[config.mk]
export PLATFORM = sky130hd
export DESIGN_NAME = sseg_mux_driver
export DESIGN_NICKNAME = d
export VERILOG_FILES = /design/src/rtl/sseg_mux_driver.sv
export SDC_FILE = /design/constraint.sdc
export NUM_CORES = 1
export LEC_CHECK = 0
export CORE_UTILIZATION = 60
export DETAILED_ROUTE_END_ITERATION = 10
export PLACE_DENSITY = 0.85
export SKIP_LAST_GASP = 1
export SLEW_MARGIN = 30
export SYNTH_ARGS = -nofsm -noshare
export SYNTH_HDL_FRONTEND = slang
export SYNTH_SLANG_ARGS = --single-unit
[constraint.sdc]
create_clock -name i_clk -period 14.8 [get_ports i_clk]
set_input_delay 2.96 -clock i_clk [delete_from_list [all_inputs] [get_ports i_clk]]
set_output_delay 2.96 -clock i_clk [all_outputs]
set_load 0.05 [all_outputs]
[src/rtl/sseg_mux_driver.sv]
// Time-multiplexed scan driver for an N-digit seven-segment display with
// inter-digit blanking, per-digit enable, PWM brightness and frame snapshots.
module sseg_mux_driver #(
  parameter  int N_DIGITS     = 4,
  parameter  int TICK_DIV     = 50000,
  parameter  int BLANK_CYCLES = 2000,
  localparam int DW           = (N_DIGITS > 1) ? $clog2(N_DIGITS) : 1
) (
  input  logic                i_clk,
  input  logic                i_rst,
  input  logic [7:0]          i_sseg_n [N_DIGITS-1:0],
  input  logic [N_DIGITS-1:0] i_dig_en,
  input  logic [3:0]          i_bright,
  output logic [N_DIGITS-1:0] o_an_n,
  output logic [7:0]          o_sseg_n,
  output logic [DW-1:0]       o_digit,
  output logic                o_frame_tick
);

  localparam int             CW         = $clog2(TICK_DIV);
  localparam int             STEP       = (TICK_DIV - BLANK_CYCLES) / 16;
  localparam logic [CW-1:0]  CNT_LAST   = CW'(TICK_DIV - 1);
  localparam logic [CW-1:0]  BLANK_LAST = CW'(BLANK_CYCLES - 1);
  localparam logic [DW-1:0]  DIG_LAST   = DW'(N_DIGITS - 1);

  typedef enum logic {
    ST_BLANK = 1'b0,
    ST_ON    = 1'b1
  } state_t;

  state_t                state_q, state_d;
  logic [CW-1:0]         cnt_q, cnt_d;
  logic [DW-1:0]         dig_q, dig_d;
  logic [7:0]            snap_q [N_DIGITS-1:0];
  logic [7:0]            snap_d [N_DIGITS-1:0];
  logic                  en_q, en_d;
  logic [3:0]            bright_q, bright_d;
  logic [N_DIGITS-1:0]   an_q, an_d;
  logic [7:0]            sseg_q, sseg_d;
  logic [DW-1:0]         digit_q, digit_d;
  logic                  frame_q, frame_d;
  logic                  slot_start;
  logic                  slot_wrap;
  logic                  lit;

  // PWM window: the first (bright+1)/16 of the post-blank region is lit.
  function automatic logic in_window(input logic [CW-1:0] cnt,
                                     input logic [3:0]    br);
    int off;
    int lim;
    off = int'(cnt) - BLANK_CYCLES;
    lim = (int'(br) + 1) * STEP;
    return (off >= 0) && (off < lim);
  endfunction

  always_ff @(posedge i_clk) begin
    if (i_rst) begin
      state_q  <= ST_BLANK;
      cnt_q    <= '0;
      dig_q    <= '0;
      snap_q   <= '{default: 8'hFF};
      en_q     <= 1'b0;
      bright_q <= 4'd0;
      an_q     <= '1;
      sseg_q   <= 8'hFF;
      digit_q  <= '0;
      frame_q  <= 1'b0;
    end else begin
      state_q  <= state_d;
      cnt_q    <= cnt_d;
      dig_q    <= dig_d;
      snap_q   <= snap_d;
      en_q     <= en_d;
      bright_q <= bright_d;
      an_q     <= an_d;
      sseg_q   <= sseg_d;
      digit_q  <= digit_d;
      frame_q  <= frame_d;
    end
  end

  always_comb begin
    state_d    = state_q;
    cnt_d      = cnt_q;
    dig_d      = dig_q;
    snap_d     = snap_q;
    en_d       = en_q;
    bright_d   = bright_q;
    an_d       = '1;
    sseg_d     = 8'hFF;
    digit_d    = dig_q;
    frame_d    = 1'b0;
    slot_start = (cnt_q == '0);
    slot_wrap  = (cnt_q == CNT_LAST);
    lit        = 1'b0;

    if (slot_wrap) begin
      cnt_d = '0;
      dig_d = (dig_q == DIG_LAST) ? '0 : dig_q + DW'(1);
    end else begin
      cnt_d = cnt_q + CW'(1);
    end

    case (state_q)
      ST_BLANK: if (cnt_q == BLANK_LAST) state_d = ST_ON;
      ST_ON:    if (slot_wrap)           state_d = ST_BLANK;
      default:                           state_d = ST_BLANK;
    endcase

    // Patterns are captured once per frame so a frame never mixes old and new data.
    if (slot_start) begin
      en_d     = i_dig_en[dig_q];
      bright_d = i_bright;
      if (dig_q == '0) snap_d = i_sseg_n;
      frame_d  = (dig_q == '0);
    end

    lit = (state_q == ST_ON) && en_q && in_window(cnt_q, bright_q);
    if (lit) begin
      an_d[dig_q] = 1'b0;
      sseg_d      = snap_q[dig_q];
    end
  end

  assign o_an_n       = an_q;
  assign o_sseg_n     = sseg_q;
  assign o_digit      = digit_q;
  assign o_frame_tick = frame_q;

endmodule

==> reports/metrics.yaml <==
sta:
  setup_violations: 0
  final_hold_viol_count: 0
  period_share_pct: 40.1
  skew_ns: 0.0112
  worstMarginPinSlew_ns: 0.769
  max_freq_mhz: 168
  slew_violations: 0
  setup_tns_ns: 0
  fin_crit_ns: 5.94
  rsz0062_at_grt: "false"
  relSlewSlack_pct: 48.7
critical_path:
  crit_path_max_fanout: 12
  reg2reg_depth: 24
  reg2reg_from: "bright_q[0]"
  worstSetupStartpointType: "register"
  cp.required_ns: 15.02
  r2r_end: "o_sseg_n[1]"
  critPathKind: "reg2reg"
  critPathCaptureType: "register"
  rrSetupSlack_ns: 8.86
  cp.arrival_ns: 6.15
clock_tree:
  cts_tree: "built"
  cts_root_buf: "clkbuf_8"
  ctsResizeCount: 0
  ctsHtreeMaxLevel: 3
  clock_path_buffers: 2
  path_clk_slew_ns: 0.07
  clk_latency_ns: 0.35
  clock_sink_count: 71
  numCtsBuffers: 9
  ctsHoldBuffers: 0
  cts_setup_buffers: 0
die:
  ios: 57
  start_util_pct: 62.6
  die_y_um: 86.5
  die_w_um: 86.5
  fp-row-count: 30
  die_area_um2: 7470
  coreArea_um2: 6830
detailed_routing:
  first_pass_iters: 5
  drt-met1-wl_um: 3990
  drcViolationCount: 0
  viasPerCell: 5.41
  first_iter_violations: 204
  highest_layer: "met4"
  met2_length_um: 4350
  vias: 3362
  wl_um: 8860
  wl_per_cell_um: 14.2
  ant_nets: 0
  met3WireLength_um: 397
synthesis:
  synth_seq_cells: 71
  syn_area_um2: 4280
  synthCells: 473
  synthesis.nets: 575
  synth_cell_types: 43
  ys_seq_area_share_pct: 33.2
  yosys_most_used_dff: "dfxtp_1"
  synth-edff-count: 0
  synthArstFlopShare_pct: 0
  yosysWarnings: 0
  postSynthAreaPerCell_um2: 9.05
placed_design:
  port_buffers: 56
  place_inst: 607
  place_congestion: 0.854
  dp_hpwl_um: 6500
layout:
  drive_gt1_share_pct: 5.70
  nets: 624
  syn2layout_area_growth_pct: 19.3
  fin_cells: 622
  n_antenna_cell: 0
hold_path:
  whs_endpoint: "snap_q[23]"
  hold_start: "snap_q[23]"
  min_path_cells: 2
  min_path_type: "reg2reg"
run:
  cap_violations: 0
global_routing:
  grt_pass1_vias: 3305
  grt_pass1_wl_um: 14700
  grt_max_degree: 47
  grt-ovfl-total: 0
  antenna_found_initial: 0
  grt_use_total_pct: 25.1
power:
  swShare_pct: 32.6
  leakagePower_nw: 2.24
  combPwrFrac_pct: 35.9
  pwr-share-seq_pct: 36.1
  p_switching_w: 0.000192
  p_per_area_nw_per_um2: 115
  clkPwrFrac_pct: 28.0
  ir_drop_uv: 89.4
  internal_power_w: 0.000397
outcome:
  status: "finished, final reports clean"
## power groups by stage
| stage | logic [W] | clock network [W] | registers, W |
|---|---|---|---|
| floorplan | 0.000156 | 0 | 0.000215 |
| global placement | 0.000196 | 0 | 0.000216 |
| detailed placement | 0.000206 | 0 | 0.000217 |
| CTS | 0.000209 | 0.000167 | 0.000212 |
| global route | 0.000235 | 0.000175 | 0.000214 |
| finish | 0.000211 | 0.000165 | 0.000213 |
## cell type report
cell class	count	area, um2
Tap cell	96	120
Multi-Input combinational cell	350	2660
Fill cell	473	1730
Inverter	32	120
Clock buffer	9	124
Clock inverter	6	86.3
Sequential cell	71	1420
Timing Repair Buffer	58	576
## kinds of logic after synthesis
family                     after synthesis  share of synthesized area [%]
muxes                                   16                           6.37
adders and majority gates               60                           19.3
buffers and inverters                   52                           4.77
DFF                                     71                           33.2
xor gates and xnor gates                34                           6.96
and+or+nand+nor                        201                           23.6
AOI/OAI and AO/OA                       39                           5.79
## per-stage QoR
stage / setup WS (ns) / cell area, um2 / utilization (%) / hold slack [ns] / power [W]
final: 8.86 / 5110 / 74.7 / 0.468 / 0.000589
after detailed placement: 8.89 / 4900 / 71.7 / 0.449 / 0.000423
after CTS: 8.89 / 5110 / 74.7 / 0.471 / 0.000588
after global placement: 9.15 / 4890 / 71.6 / 0.439 / 0.000412
after floorplan: 9.44 / 4280 / - / 0.426 / 0.000371
after global routing: 8.40 / 5110 / 74.7 / 0.487 / 0.000624
## routing by layer
| layer | vias to the layer above | track usage (%) |
|---|---|---|
| met4 | 0 | 8.48 |
| met3 | 16 | 5.05 |
| met1 | 1577 | 32.6 |
| met5 | - | 0 |
| met2 | 90 | 41.9 |
| li1 | 1679 | - |
## worst max-delay path by stage
| stage | start | to | slack [ns] | cells after the start |
|---|---|---|---|---|
| 6_report | bright_q[0] | o_sseg_n[1] | 8.86 | 24 |
| 3_3_place_gp | bright_q[0] | o_an_n[1] | 9.15 | 24 |
| 5_1_grt | bright_q[0] | o_sseg_n[1] | 8.40 | 24 |
| 3_5_place_dp | bright_q[0] | o_sseg_n[7] | 8.89 | 24 |
| 2_1_floorplan | bright_q[0] | o_sseg_n[0] | 9.44 | 25 |
| 4_1_cts | bright_q[0] | o_sseg_n[1] | 8.89 | 24 |
## sequential cells by signal (all words and copies together), names as in the netlist
| register | flops |
|---|---|
| o_digit | 2 |
| dig_q | 2 |
| o_sseg_n | 8 |
| state_q | 1 |
| bright_q | 4 |
| cnt_q | 16 |
| o_frame_tick | 1 |
| snap_q | 32 |
| o_an_n | 4 |
| en_q | 1 |
## cells in the final DEF (no fill, tap or decap), types with 4 or more instances in the layout
| cell | instances |
|---|---|
| o21ai_0 | 8 |
| a21oi_1 | 10 |
| inv_1 | 32 |
| ha_1 | 50 |
| nand2b_1 | 11 |
| fa_1 | 10 |
| nand3b_1 | 32 |
| xnor2_1 | 15 |
| a21o_1 | 4 |
| and3_1 | 5 |
| nand3_1 | 12 |
| xor2_1 | 19 |
| nor2_1 | 40 |
| clkdlybuf4s50_1 | 56 |
| nand2_1 | 78 |
| mux4_2 | 9 |
| nor3_1 | 8 |
| dfxtp_1 | 71 |
| clkbuf_8 | 9 |
| mux2i_1 | 7 |
## worst max-delay path, cell delays in order (launching register included)
cell and delay, ns:
dfxtp_1 0.50, ha_1 0.24, xor2_1 0.39, inv_1 0.11, fa_1 0.50, inv_1 0.05, ha_1 0.30, inv_1 0.06
fa_1 0.50, inv_1 0.05, ha_1 0.34, o21ai_0 0.24, o21ai_1 0.10, a31oi_1 0.32, xnor2_1 0.17, ha_1 0.29
a211o_1 0.28, a21oi_1 0.12, o21ai_1 0.08, a31oi_1 0.20, o21bai_1 0.09, a21boi_1 0.13, ha_1 0.17, and4b_1 0.48
nand2b_1 0.11
## synthesized netlist by cell type, drive strengths merged (2+ instances only)
master | number | area, um2
nand3b | 32 | 240
dfxtp | 71 | 1420
ha | 50 | 626
nor3 | 8 | 40.0
buf | 8 | 38.8
nand3 | 13 | 70.1
and3 | 5 | 31.3
mux2i | 7 | 70.1
xor2 | 19 | 166
fa | 10 | 200
nand4 | 3 | 18.8
or3 | 4 | 30.0
nor4 | 2 | 12.5
clkbuf | 12 | 45.0
inv | 32 | 120
a21o | 4 | 30.0
xnor2 | 15 | 131
mux4 | 9 | 203
nor4b | 2 | 32.5
a21oi | 10 | 50.1
o21ai | 11 | 55.1
a31oi | 2 | 12.5
o21bai | 3 | 22.5
nor2 | 41 | 156
nand2b | 11 | 68.8
nand2 | 78 | 293
Power figures use the tool's default switching activity.
